[src/rtl/calc_pkg.sv]
// Shared encodings for the calculator datapath and its control unit.
package calc_pkg;

  localparam int unsigned NREG   = 4;
  localparam int unsigned ADDR_W = 2;

  // Write-data select (s1)
  localparam logic [1:0] S1_RES  = 2'b00;
  localparam logic [1:0] S1_ZERO = 2'b01;
  localparam logic [1:0] S1_IN2  = 2'b10;
  localparam logic [1:0] S1_IN1  = 2'b11;

  // ALU operation (c)
  localparam logic [1:0] OP_ADD = 2'b00;
  localparam logic [1:0] OP_SUB = 2'b01;
  localparam logic [1:0] OP_AND = 2'b10;
  localparam logic [1:0] OP_XOR = 2'b11;

endpackage

[src/rtl/calc_rf.sv]
// Register file: two gated combinational read ports, one write port, sync clear.
module calc_rf
  import calc_pkg::*;
#(
  parameter int unsigned WIDTH = 4,
  parameter int unsigned NREG  = calc_pkg::NREG
) (
  input  logic              clk,
  input  logic              rst,
  input  logic              we,
  input  logic [1:0]        wa,
  input  logic [WIDTH-1:0]  wd,
  input  logic [1:0]        raa,
  input  logic              rea,
  input  logic [1:0]        rab,
  input  logic              reb,
  output logic [WIDTH-1:0]  rda,
  output logic [WIDTH-1:0]  rdb
);

  logic [WIDTH-1:0] regs [NREG];

  always_ff @(posedge clk) begin
    if (rst) begin
      for (int i = 0; i < int'(NREG); i++) regs[i] <= '0;
    end else if (we) begin
      regs[wa] <= wd;
    end
  end

  // Reads see the pre-edge contents; there is deliberately no write bypass.
  assign rda = rea ? regs[raa] : '0;
  assign rdb = reb ? regs[rab] : '0;

endmodule

[src/rtl/calc_dp.sv]
// Calculator datapath: register file, ALU, write/result muxes, output register.
// Define CALC_DP_FLAGS_EN to add the carry_f / ovf_f status outputs.
module calc_dp
  import calc_pkg::*;
#(
  parameter int unsigned WIDTH = 4,
  parameter int unsigned NREG  = calc_pkg::NREG
) (
  input  logic              clk,
  input  logic              rst,
  input  logic [WIDTH-1:0]  in1,
  input  logic [WIDTH-1:0]  in2,
  input  logic [1:0]        s1,
  input  logic [1:0]        wa,
  input  logic              we,
  input  logic [1:0]        raa,
  input  logic              rea,
  input  logic [1:0]        rab,
  input  logic              reb,
  input  logic [1:0]        c,
  input  logic              s2,
  input  logic              done,
  output logic [WIDTH-1:0]  out,
  output logic              out_valid,
  output logic              zero_f
`ifdef CALC_DP_FLAGS_EN
  ,
  output logic              carry_f,
  output logic              ovf_f
`endif
);

  logic [WIDTH-1:0] rda;
  logic [WIDTH-1:0] rdb;
  logic [WIDTH-1:0] wd;
  logic [WIDTH-1:0] alu_res;
  logic             alu_carry;
  logic             alu_ovf;

  calc_rf #(.WIDTH(WIDTH), .NREG(NREG)) u_rf (
    .clk (clk),
    .rst (rst),
    .we  (we),
    .wa  (wa),
    .wd  (wd),
    .raa (raa),
    .rea (rea),
    .rab (rab),
    .reb (reb),
    .rda (rda),
    .rdb (rdb)
  );

  // ALU; carry is the carry-out for add and the borrow for sub.
  always_comb begin
    alu_res   = '0;
    alu_carry = 1'b0;
    alu_ovf   = 1'b0;
    case (c)
      OP_ADD: begin
        {alu_carry, alu_res} = {1'b0, rda} + {1'b0, rdb};
        alu_ovf = (rda[WIDTH-1] == rdb[WIDTH-1]) && (alu_res[WIDTH-1] != rda[WIDTH-1]);
      end
      OP_SUB: begin
        {alu_carry, alu_res} = {1'b0, rda} - {1'b0, rdb};
        alu_ovf = (rda[WIDTH-1] != rdb[WIDTH-1]) && (alu_res[WIDTH-1] != rda[WIDTH-1]);
      end
      OP_AND:  alu_res = rda & rdb;
      default: alu_res = rda ^ rdb;
    endcase
  end

  always_comb begin
    wd = '0;
    case (s1)
      S1_IN1:  wd = in1;
      S1_IN2:  wd = in2;
      S1_ZERO: wd = '0;
      default: wd = alu_res;
    endcase
  end

`ifndef CALC_DP_FLAGS_EN
  logic unused_flags;
  assign unused_flags = alu_carry ^ alu_ovf;
`endif

  // Status flags track ALU write-backs only; out_valid drops on a write without capture.
  always_ff @(posedge clk) begin
    if (rst) begin
      out       <= '0;
      out_valid <= 1'b0;
      zero_f    <= 1'b0;
`ifdef CALC_DP_FLAGS_EN
      carry_f   <= 1'b0;
      ovf_f     <= 1'b0;
`endif
    end else begin
      if (we && (s1 == S1_RES)) begin
        zero_f  <= (alu_res == '0);
`ifdef CALC_DP_FLAGS_EN
        carry_f <= alu_carry;
        ovf_f   <= alu_ovf;
`endif
      end
      if (done) begin
        out       <= s2 ? '0 : rda;
        out_valid <= 1'b1;
      end else if (we) begin
        out_valid <= 1'b0;
      end
    end
  end

endmodule

[config.mk]
export PLATFORM = sky130hd
export DESIGN_NAME = calc_dp
export DESIGN_NICKNAME = d
export VERILOG_FILES = /design/src/rtl/calc_pkg.sv /design/src/rtl/calc_rf.sv /design/src/rtl/calc_dp.sv
export SDC_FILE = /design/constraint.sdc
export NUM_CORES = 1
export LEC_CHECK = 0
export ABC_AREA = 0
export CORE_MARGIN = 3
export CORE_UTILIZATION = 40
export DETAILED_ROUTE_END_ITERATION = 10
export GPL_TIMING_DRIVEN = 0
export PLACE_DENSITY = 0.72
export SYNTH_ARGS = -nofsm -noshare
export SYNTH_HDL_FRONTEND = slang
export SYNTH_SLANG_ARGS = --single-unit
[constraint.sdc]
create_clock -name clk -period 10.5 [get_ports clk]
set_input_delay 2.625 -clock clk [delete_from_list [all_inputs] [get_ports clk]]
set_output_delay 2.625 -clock clk [all_outputs]
set_load 0.1 [all_outputs]
## Word-level counts from Yosys, hierarchy flattened

Memory sizes are Yosys's and may differ from the RTL's.
Cells that the tools add are included.

| cells by class | value |
|---|---|
| $add $sub $neg | 2 |
| equality and inequality tests | 5 |
| muxes and demuxes | 15 |
| bitwise logic cells | 2 |
| reductions and logical operators | 6 |

Operators with widths:

| cell | count |
|---|---|
| $pmux W4 S3 | 2 |
| $mux W4 | 4 |
| $mux W1 | 8 |
| $eq A2 B2 Y1 const B | 3 |
| $add A4 B4 Y4 | 1 |
| $and A4 B4 Y4 | 1 |
| $eq A2 B1 Y1 const B | 2 |
| $logic_not A2 Y1 | 2 |
| $logic_not A4 Y1 | 1 |
| $reduce_or A4 Y1 | 1 |
| $sub A4 B4 Y4 | 1 |
| $xor A4 B4 Y4 | 1 |
| $mux W2 | 1 |
| $reduce_bool A2 Y1 | 1 |
| $logic_and A1 B1 Y1 | 1 |

| word-level totals | value |
|---|---|
| register bits after elaboration | 6 |
| RAM bits | 16 |
| input bits | 25 |
| output and inout port bits | 6 |
| memories | 1 |

Memory list:

| name | depth | bits a word | read ports | clocked after memory_dff | wr ports | line | text |
|---|---|---|---|---|---|---|---|
| u_rf.regs | 4 | 4 | 2 | 0 | 4 | calc_rf.sv:21 | `logic [WIDTH-1:0] regs [NREG];` |

## Longest topological paths before layout

An unclocked memory read counts as a cell.

| depth | value |
|---|---|
| depth in word-level cells | 6 |
| mapped depth | 12 |
| mapped depth without buffers | 12 |

## Hierarchy

A second synthesis with hierarchy kept.

| unflattened totals | value |
|---|---|
| cell total of the unflattened synthesis | 152 |
| area, all modules | 1591.5 µm² |

By module, submodules not included:

| module | times used | cells each | area each (µm²) | seq. area each (µm²) |
|---|---|---|---|---|
| calc_rf | 1 | 71 | 924.6 | 480.5 |
| calc_dp | 1 | 81 | 666.9 | 120.1 |

## Worst setup path after synthesis

No wires, ideal clock.

| timing | value |
|---|---|
| path kind | input to register |
| start | input rab[0] |
| end | memory u_rf.regs[3][3], data pin |
| library setup time | 0.261 ns |
| arrival time | 4.871 ns |
| required time | 10.239 ns |
| slack | 5.368 ns |
| stages | 11 |
| cell sequence | mux4_2 -> nand2_1 -> ha_1 -> nand2_1 -> o21ai_0 -> inv_1 -> ha_1 -> a21o_1 -> a21oi_1 -> xor3_2 -> a221o_1 |

RTL lines:

| item | line | text |
|---|---|---|
| start, declared | calc_dp.sv:18 | `input logic [1:0] rab,` |
| end, declared | calc_rf.sv:21 |  |

==> results.txt <==
The mapped netlist covers 1630 µm². Based on the critical path, the design can be clocked at up to 170 MHz. The average detailed-routed wire length per instance came out at 15.9 µm. The logs give 1 for the level count of the clock H-tree and 0.181 mW for the internal power. In this run the deepest clock path goes through 2 buffers. Post-CTS repair changed the size of 0 cells. The width of the chip came out at 69.9 µm. The number of antenna violations at the first check in global routing came out at 0. The tools report the total count of hold-check failures in the final report as 0. The number of nets handed over by synthesis was 192.

The maximum number of pins on one net before global-route repair is 14, and the highest net fanout along the worst path is 4. The combined global-route utilization of all metal layers is 0.162. At the pin with the least slew margin, the transition time is 0.981 ns. The analysis attributes to net switching a power of 0.0692 mW. In the routed layout, each cell is associated on average with a via count of 5.55. Compared with the post-synthesis result, the final layout area differs by 25.2%. Top flip-flop cell by instance count after synthesis: edfxtp_1. The congestion estimate from routability-driven global placement came to 0.865. The worst hold-check path type was register to register. The layout cell share with drive strength beyond 1 was 0.0947.

The power share of the combinational group came out at 0.283. The type of element capturing the critical path is a register. In this run, synthesis produced a sequential element count of 22.

The run gives 1970 µm² as the post-place instance area. The routed layout has 1322 vias. The proportion of power drawn by the clock network was 0.317; the clock period minus worst slack was 5.90 ns. Final clock period utilization by the worst path: 0.562. The total overflow left after global routing is 0. 0 antenna diodes ended up in the layout. The yosys synthesis warning count is 0, and the post-route antenna net violation count is 0. For this design the top-level I/O count stands at 31. The run gives 56 as the violation count after the first detailed-routing iteration. The core box area was 3800 µm²; the remaining max-slew budget at the tightest pin was 0.344. TritonCTS built the clock tree. The via count of the first global-routing pass was 1369; the post-synthesis async set-or-reset flop share was 0. The total power consumption of the routed design is 0.250 mW. The synthesized design spends more area on one cell type than any other, namely edfxtp_1.

The cell at the root of the clock tree is clkbuf_8. Register area share after synthesis: 0.368. Classification of the worst setup path: input pin to register. The critical path arrival is 6.02 ns.

Number of library cell types mapped by synthesis: 40. Summed over all cells, the static leakage comes to 0.790 nW. In this run the mean area of a mapped cell was 10.3 µm². The number of port buffers is 28, and the full die area is 4880 µm². Counting instances in the post-synthesis netlist gives the leading cell types as 16 x edfxtp_1, 16 x nor2_1, 10 x a21oi_1. Fill cells in the final layout number 349.

The synthesized instance count came out at 158. The switching part of the total is 0.277. The logs give 0.26 ns for the clock latency of the later-clocked register in the worst-skew pair and 0 for the number of max-cap violations.

Slowest library cell on the worst path: clkdlybuf4s50_1. Clock tree synthesis inserted a total of 3 buffers. The critical path goes through clkdlybuf4s50_1 -> mux4_2 -> nand2_1 -> ha_1 -> nand2_1 -> o21ai_0 -> fa_1 -> nor2b_1 -> a211oi_1 -> a21oi_1 -> o21ai_0 -> nand2_1 -> nor2_1. The worst-case clock skew came out at 0.00257 ns. Setup repair after global routing left no endpoint under its margin.

After the last flow step, the layout net total stands at 225. The number of hold buffers added after CTS was 0. The peak supply drop was 0.0741 mV.

By area the synthesized netlist is led by edfxtp_1 29%, dfxtp_1 7.4%, mux4_2 6.9%. The post-route cell area was 2040 µm². The kind of cell with the highest combined delay along the critical path is adder cells.

The first global-routing pass estimated 6510 µm of wire. The tools report the cell row count as 22. STA puts the critical path data required time at 10.62 ns. After legalization and detailed placement, the total HPWL measured 3160 µm. The CTS clock-pin slew for the worst setup and hold paths was 0.08 ns.

In this run the vertical extent of the chip is 69.9 µm. For the final wirelength, the log shows 3780 µm. The portion of synthesized cell area occupied by the leading cell type is 0.294. In the final timing run, aggregate negative setup slack is 0 ns. In this design, the critical path's most frequently occurring cell is nand2_1.

Setup violations remaining at the end of the flow were counted as 0. For this run, the detailed router's first-pass iteration total came to 4. The flow ran to the end, and the final reports show no timing, DRC or antenna violations. Initial standard-cell utilization of the core: 0.430.

The count of buffering cells on the critical path with inverters included came out at 1. The synthesized design contains 16 enable-type register cells. The detailed-route DRC error count came out at 0. Share of total power in sequential cells: 0.400.

Element type at the critical path start: an input pin. The tree built by TritonCTS fans out to 22 sinks. For the count of pins over their slew limit, the log shows 0. In this run the power density over the cells is 122 nW/µm². The delay of the slowest critical-path stage is 0.64 ns. After clock tree synthesis, the setup repair step added 0 buffers.
routing by layer:
layer | GRT usage | routed length (µm) | up-vias
met5 | 0 | 0 | -
met4 | 0.0383 | 42 | 0
met3 | 0.0144 | 154 | 9
met2 | 0.276 | 1830 | 47
met1 | 0.223 | 1750 | 616
li1 | - | - | 650
state kept, by name (all words and copies together) (netlist names):
signal and count:
out 4, out_valid 1, u_rf.regs 16, zero_f 1
cells by family after synthesis:
| kind of cell | after synthesis | synth area share |
|---|---|---|
| buf+inv | 12 | 0.0276 |
| compound gates | 26 | 0.107 |
| xor+xnor | 4 | 0.0314 |
| simple gates | 70 | 0.232 |
| fa+ha+maj | 9 | 0.0736 |
| mux | 15 | 0.161 |
| flops | 22 | 0.368 |
final timing paths:
path / slack [ns] / from / endpoint / cells after the start
max: 4.60 / rab[0] / u_rf.regs[1][1]$_SDFFCE_PN0P_ / 13
min reg2reg: 0.49 / out_valid$_SDFFE_PP0P_ / out_valid$_SDFFE_PP0P_ / 2
min: 0.49 / out_valid$_SDFFE_PP0P_ / out_valid$_SDFFE_PP0P_ / 2
max reg2reg: 7.27 / u_rf.regs[2][1]$_SDFFCE_PN0P_ / u_rf.regs[1][1]$_SDFFCE_PN0P_ / 12
cells in the final DEF (no fill, tap or decap), types with 4 or more instances in the layout:
master / n
a21oi_1: 10
and2_1: 9
clkbuf_1: 4
clkdlybuf4s50_1: 28
dfxtp_1: 6
edfxtp_1: 16
ha_1: 8
inv_1: 8
mux2i_1: 6
mux4_2: 5
nand2_1: 8
nand3_1: 8
nor2_1: 16
nor2b_1: 9
final cells by class:
type                            count  area [µm²]  area share
Timing Repair Buffer               28         280       0.137
Multi-Input combinational cell    124         986       0.483
Tap cell                           48        60.1      0.0294
Buffer                              4        15.0     0.00735
Clock buffer                        3        41.3      0.0202
Sequential cell                    22         601       0.294
Clock inverter                      1        30.0      0.0147
Inverter                            8        30.0      0.0147
through the flow:
step	utilization	hold slack (ns)	std cells	worst slack (ns)
floorplan	-	0.816	158	5.37
global placement	0.519	0.472	234	4.44
detailed placement	0.519	0.477	234	4.35
CTS	0.538	0.494	238	4.61
global route	0.538	0.512	238	4.33
finish	0.538	0.489	238	4.60
tightest hold or removal path, cell delays in order (launching register included):
cell and delay, ns:
dfxtp_1 0.33, a21oi_1 0.06, nor2_1 0.07
power groups by stage:
stage | Sequential (mW) | Clock (mW) | Combinational (mW)
2_1_floorplan | 0.106 | 0 | 0.0421
3_3_place_gp | 0.101 | 0 | 0.0677
3_5_place_dp | 0.102 | 0 | 0.0700
4_1_cts | 0.0999 | 0.0787 | 0.0702
5_1_grt | 0.100 | 0.0825 | 0.0773
6_report | 0.100 | 0.0792 | 0.0706
Power figures use the tool's default switching activity.
